===== config.mk =====
export PLATFORM = sky130hd
export DESIGN_NAME = id_issue_stage
export DESIGN_NICKNAME = d
export VERILOG_FILES = /design/src/rtl/id_issue_stage.sv
export SDC_FILE = /design/constraint.sdc
export NUM_CORES = 1
export LEC_CHECK = 0
export BUFFER_PORTS_ARGS = -buffer_cell sky130_fd_sc_hd__buf_2
export CAP_MARGIN = 25
export CELL_PAD_IN_SITES_DETAIL_PLACEMENT = 1
export CELL_PAD_IN_SITES_GLOBAL_PLACEMENT = 1
export CORE_MARGIN = 2
export CORE_UTILIZATION = 40
export CTS_CLUSTER_SIZE = 30
export DETAILED_ROUTE_END_ITERATION = 8
export PLACE_DENSITY_LB_ADDON = 0.12
export SETUP_SLACK_MARGIN = 0.2
export SLEW_MARGIN = 40
export SYNTH_ARGS = -nofsm -noshare
export SYNTH_HDL_FRONTEND = slang
export SYNTH_SLANG_ARGS = --single-unit

===== constraint.sdc =====
create_clock -name clk_i -period 2.5 [get_ports clk_i]
set_input_delay 0.5 -clock clk_i [delete_from_list [all_inputs] [get_ports clk_i]]
set_output_delay 0.5 -clock clk_i [all_outputs]
set_load 0.02 [all_outputs]

===== src/rtl/id_issue_stage.sv =====
// id_issue_stage: decode-to-execute issue buffer.
// One entry slot holds a decoded instruction while the hazard unit inspects its
// register tuple; the instruction moves into the EX output register once it is
// hazard-free and EX can take it.
// Optional build macro ISSUE_STALL_CNT_EN adds saturating stall counters.

package id_issue_pkg;
    localparam int unsigned REG_W = 5;

    // Register tuple handed to the hazard detection unit.
    typedef struct packed {
        logic [REG_W-1:0] rs1;
        logic [REG_W-1:0] rs2;
        logic [REG_W-1:0] rd;
    } hazard_detection_t;

    // Decoded view of the entry slot; only the full flag is stored.
    typedef enum logic [1:0] {
        SLOT_EMPTY     = 2'd0,
        SLOT_HELD      = 2'd1,
        SLOT_STALL_HAZ = 2'd2,
        SLOT_STALL_EX  = 2'd3
    } slot_state_e;
endpackage

module id_issue_stage
    import id_issue_pkg::*;
#(
    parameter int unsigned PAYLOAD_W = 96
`ifdef ISSUE_STALL_CNT_EN
    , parameter int unsigned CNT_W = 32
`endif
) (
    input  logic                 clk_i,
    input  logic                 rst_i,
    input  logic                 dec_valid_i,
    output logic                 dec_ready_o,
    input  logic [REG_W-1:0]     dec_rs1_i,
    input  logic [REG_W-1:0]     dec_rs2_i,
    input  logic [REG_W-1:0]     dec_rd_i,
    input  logic [PAYLOAD_W-1:0] dec_payload_i,
    output hazard_detection_t    id_dep_o,
    input  logic                 no_hazard_i,
    output logic                 id_commit_o,
    output logic                 ex_valid_o,
    input  logic                 ex_ready_i,
    output logic [REG_W-1:0]     ex_rs1_o,
    output logic [REG_W-1:0]     ex_rs2_o,
    output logic [REG_W-1:0]     ex_rd_o,
    output logic [PAYLOAD_W-1:0] ex_payload_o,
    input  logic                 flush_i
`ifdef ISSUE_STALL_CNT_EN
    , output logic [CNT_W-1:0]   haz_stall_cnt_o
    , output logic [CNT_W-1:0]   ex_stall_cnt_o
`endif
);

    logic                 full_q,     full_d;
    hazard_detection_t    ent_tup_q,  ent_tup_d;
    logic [PAYLOAD_W-1:0] ent_pl_q,   ent_pl_d;
    logic                 ex_valid_q, ex_valid_d;
    hazard_detection_t    ex_tup_q,   ex_tup_d;
    logic [PAYLOAD_W-1:0] ex_pl_q,    ex_pl_d;

    logic        ex_free;
    logic        issue;
    logic        dec_ready;
    logic        accept;
    slot_state_e slot_state;

    // Decode slot state and the issue/accept handshakes for this cycle.
    always_comb begin
        ex_free = ~ex_valid_q | ex_ready_i;

        slot_state = SLOT_EMPTY;
        if (full_q) begin
            if (!no_hazard_i) begin
                slot_state = SLOT_STALL_HAZ;
            end else if (!ex_free) begin
                slot_state = SLOT_STALL_EX;
            end else begin
                slot_state = SLOT_HELD;
            end
        end

        // Reset and flush both suppress issue; flush discards the slot instead.
        issue     = (slot_state == SLOT_HELD) & ~flush_i & ~rst_i;
        dec_ready = ~rst_i & ~flush_i & (~full_q | issue);
        accept    = dec_valid_i & dec_ready;
    end

    // Next-state for entry slot and EX register.
    always_comb begin
        full_d     = full_q;
        ent_tup_d  = ent_tup_q;
        ent_pl_d   = ent_pl_q;
        ex_valid_d = ex_valid_q;
        ex_tup_d   = ex_tup_q;
        ex_pl_d    = ex_pl_q;

        if (flush_i) begin
            full_d     = 1'b0;
            ex_valid_d = 1'b0;
        end else begin
            if (issue) begin
                ex_valid_d = 1'b1;
                ex_tup_d   = ent_tup_q;
                ex_pl_d    = ent_pl_q;
            end else if (ex_valid_q && ex_ready_i) begin
                ex_valid_d = 1'b0;
            end

            if (accept) begin
                full_d        = 1'b1;
                ent_tup_d.rs1 = dec_rs1_i;
                ent_tup_d.rs2 = dec_rs2_i;
                ent_tup_d.rd  = dec_rd_i;
                ent_pl_d      = dec_payload_i;
            end else if (issue) begin
                full_d = 1'b0;
            end
        end
    end

    // State registers with synchronous reset.
    always_ff @(posedge clk_i) begin
        if (rst_i) begin
            full_q     <= 1'b0;
            ent_tup_q  <= '0;
            ent_pl_q   <= '0;
            ex_valid_q <= 1'b0;
            ex_tup_q   <= '0;
            ex_pl_q    <= '0;
        end else begin
            full_q     <= full_d;
            ent_tup_q  <= ent_tup_d;
            ent_pl_q   <= ent_pl_d;
            ex_valid_q <= ex_valid_d;
            ex_tup_q   <= ex_tup_d;
            ex_pl_q    <= ex_pl_d;
        end
    end

`ifdef ISSUE_STALL_CNT_EN
    logic [CNT_W-1:0] haz_cnt_q, haz_cnt_d;
    logic [CNT_W-1:0] exs_cnt_q, exs_cnt_d;

    // Saturating stall counters; flush cycles are not counted.
    always_comb begin
        haz_cnt_d = haz_cnt_q;
        exs_cnt_d = exs_cnt_q;
        if (!flush_i) begin
            if ((slot_state == SLOT_STALL_HAZ) && (haz_cnt_q != '1)) begin
                haz_cnt_d = haz_cnt_q + CNT_W'(1);
            end
            if ((slot_state == SLOT_STALL_EX) && (exs_cnt_q != '1)) begin
                exs_cnt_d = exs_cnt_q + CNT_W'(1);
            end
        end
    end

    // Counter registers, cleared by reset only.
    always_ff @(posedge clk_i) begin
        if (rst_i) begin
            haz_cnt_q <= '0;
            exs_cnt_q <= '0;
        end else begin
            haz_cnt_q <= haz_cnt_d;
            exs_cnt_q <= exs_cnt_d;
        end
    end

    assign haz_stall_cnt_o = haz_cnt_q;
    assign ex_stall_cnt_o  = exs_cnt_q;
`endif

    // Empty slot presents an all-zero tuple, which never matches a hazard.
    assign id_dep_o     = full_q ? ent_tup_q : '0;
    assign dec_ready_o  = dec_ready;
    assign id_commit_o  = issue;
    assign ex_valid_o   = ex_valid_q;
    assign ex_rs1_o     = ex_tup_q.rs1;
    assign ex_rs2_o     = ex_tup_q.rs2;
    assign ex_rd_o      = ex_tup_q.rd;
    assign ex_payload_o = ex_pl_q;

endmodule

=== Word level (Yosys, flattened, before mapping) ===
Cells that the tools add are included.

* Flip-flop bits (word level): 224
* Output and inout port bits: 129
* Logic and storage cells: 36
* Input port bits: 117

* Muxes and demuxes: 8
* Bitwise gates (word level): 11
* Reductions and logical operators: 6
* Equal/unequal tests: 1

{| class="wikitable"
|+ Operators with widths
! kind !! number
|-
| 2-to-1 mux 15 bit || 1
|-
| 2-to-1 mux 2 bit || 3
|-
| bitwise AND 1 bit || 5
|-
| 2-to-1 mux 1 bit || 4
|-
| inverter 1 bit || 4
|-
| AND reduction 2 bit || 2
|-
| nonzero test 2 bit || 2
|-
| equality test 2 x 1 -> 1 bit, second input constant || 1
|-
| OR 1 bit || 2
|-
| OR reduction 2 bit || 1
|-
| logical AND 1 bit || 1
|}

=== Longest topological paths before layout ===
* Depth in word-level cells: 12
* Mapped depth: 6
* Mapped depth without buffers: 3

=== Least setup slack after synthesis ===
No wires, ideal clock.

* Path kind: input-to-output
* Start point: in rst_i
* End point: out id_commit_o
* Data arrival time: 1367 ps
* Required time: 2000 ps
* Stages: 4
* Path buffers: 2
* Path slack: 633 ps
* Cell sequence: buf_2 > nand4bb_1 > clkbuf_1 > nor2_1

* Word-level cells in the longest chain between the ends: 2

{| class="wikitable"
|+ RTL lines
! item !! line !! RTL
|-
| start: declaration || 35 || <nowiki>input logic rst_i,</nowiki>
|-
| inverter 1 bit || 87 || <nowiki>issue = (slot_state == SLOT_HELD) & ~flush_i & ~rst_i;</nowiki>
|-
| bitwise AND 1 bit || 87 ||
|-
| end: declaration || 44 || <nowiki>output logic id_commit_o,</nowiki>
|}

No other way between the ends.

==> reports/metrics.yaml <==
outcome:
  status: "finished, final reports clean"
clock_tree:
  clock_sinks: 224
  cts_hold_buf: 0
  clk_pin_slew_ps: 60
  ctsResizeCount: 0
  clock_tree.buffer_depth: 3
  numCtsBuffers: 25
  cts_tree: "built"
  clkLatencyLatePin_ps: 520
  post_cts_buffers: 0
  h-tree-depth: 1
  cts_root_buf: "clkbuf_16"
global_routing:
  grt_pass1_wl_um: 39920
  grt_max_degree: 165
  grt.overflow.total: 0
  grt_pass1_vias: 7370
  grt.total_usage_pct: 20.32
  grt_antenna_before_repair: 6
placement:
  place_area_um2: 10510
  hpwlAfterDp_um: 15660
  gp_congestion: 0.7567
  numPortBuffers: 245
  dp_worst_setup_slack_ps: 430.1
yosys:
  ys_warn_count: 0
  syn-cell-area_um2: 9148
  synthesis.instances: 895
  syn-num-nets: 1012
  ys_seq_area_share_pct: 49.02
  ys_ff_latch: 224
  synth_cell_types: 25
  syn_area_per_cell_um2: 10.22
die:
  ios: 246
  coreArea_um2: 22570
  start_util_pct: 40.53
  die_x_um: 155.2
  rows: 55
  dieHeight_um: 155.2
  dieArea_um2: 24090
route:
  drc: 0
  drt_iter0_markers: 285
  drt_first_pass_iters: 4
  routed_wl_um: 25220
  wl_per_cell_um: 17.94
  ant_nets: 0
  via_count: 7221
  via_per_inst: 5.136
hold_path:
  hold_path.class: "input pin to register"
worst_setup_path:
  setup.worst_path.end_class: "primary output"
  required_ps: 2000
  crit_path_max_incr_delay_ps: 500
  path_cells: "buf_4 > and2_1 > buf_2"
  worstPathArrival_ps: 1630
  critPathLaunchType: "register"
  slowest_stage: "dfxtp_1"
  worstPathMaxFanout: 14
  rrSetupSlack_ps: 440
  critPathKind: "register to primary output"
timing:
  period_share_pct: 85.38
  setup_tns_ps: 0
  setup_viol: 0
  relSlewSlack_pct: 45.96
  finalCriticalPeriod_ps: 2134
  finClkSkew_ps: 6.567
  finalHoldViolations: 0
  drv_slew: 0
  clock.fmax_mhz: 468.5
  setup_ws_ps: 365.6
  rsz0062_at_grt: "no"
  tightest_slew_ps: 810.6
  whs_ps: 202.6
final_layout:
  final_layout_size_suffix_gt1_share_pct: 38.05
  layout_commonest_cell: "buf_2"
  utilization_pct: 50.09
  finalInstanceArea_um2: 11310
  syn_to_final_growth_pct: 23.61
  final_cell_mix: "244 x buf_2, 224 x dfxtp_1, 112 x a21oi_1"
  nets: 1217
pwr:
  p_leak_uw: 0.005032
  ir_worst_vdd_mv: 0.4489
  power.density_nw_per_um2: 683.6
job:
  max_cap_viol_count: 0
## state kept, by name (all words and copies together) (netlist names)
register      count
ent_pl_q         96
ent_tup_q        15
ex_payload_o     96
ex_rd_o           5
ex_rs1_o          5
ex_rs2_o          5
ex_valid_o        1
full_q            1
## area by class of cell
class | instances | area, um2
fill | 2621 | 11260
tap | 285 | 356.6
antenna | 4 | 10.01
clock buffer | 33 | 725.7
clock inverter | 11 | 65.06
sequential | 224 | 4484
timing repair buffer | 265 | 1470
multi-input combinational | 584 | 4195
## cell families after synthesis
family	count (synthesis)	synth area share, %
multiplexers	111	17.36
buffers and inverters	87	5.622
flip-flops	224	49.02
AND/OR/NAND/NOR	246	15.36
AO/OA/AOI/OAI	227	12.64
## synth_stat cells (all sizes together)
cell	count	area [um2]
buf	37	326.5
nor3	1	5.000
o211a	1	10.01
clkbuf	50	187.7
o2111ai	1	15.01
dfxtp	224	4484
nor2	2	10.01
and4bb	1	12.51
nand4bb	1	11.26
nand2b	2	12.51
o21ai	111	555.5
mux2	111	1588
a21oi	112	560.5
nand2	1	3.750
nand3	111	555.5
o21a	1	7.510
a21boi	1	7.510
and2	15	93.84
nor2b	112	700.7
## critical path: cells and delay by family (launching register included)
| family | cells | cell delay (ps) |
|---|---|---|
| buffers and inverters | 2 | 430 |
| DFF | 1 | 500 |
| and+or+nand+nor | 1 | 180 |
## path summary, 6_finish.rpt
kind	to	cells after the start	start
max	id_dep_o[14]	3	full_q
min	ent_pl_q[35]	2	dec_payload_i[35]
max reg2reg	ent_tup_q[14]	4	full_q
min reg2reg	ex_payload_o[91]	2	ent_pl_q[91]
## report_power, final
part / internal, uW / switching, uW / leakage, uW
Combinational: 275 / 217 / 0.00281
Sequential: 3680 / 52.8 / 0.00182
Clock: 2030 / 1470 / 0.000400
Total: 5990 / 1740 / 0.00503
## per-stage QoR
| stage | cells | total power (uW) |
|---|---|---|
| final | 1406 | 7729 |
| after CTS | 1402 | 7844 |
| after detailed placement | 1358 | 4302 |
| after global placement | 1358 | 4290 |
| after global routing | 1404 | 8026 |
| after floorplan | 895 | 4138 |
## layer usage
| metal | up-vias | track usage (%) | wire length [um] |
|---|---|---|---|
| li1 | 3505 | - | - |
| met1 | 3473 | 25.17 | 10770 |
| met2 | 192 | 33.16 | 11690 |
| met3 | 47 | 6.852 | 1932 |
| met4 | 4 | 7.077 | 810 |
| met5 | - | 0 | 24 |
No activity file was read; power rests on OpenSTA's default activity.
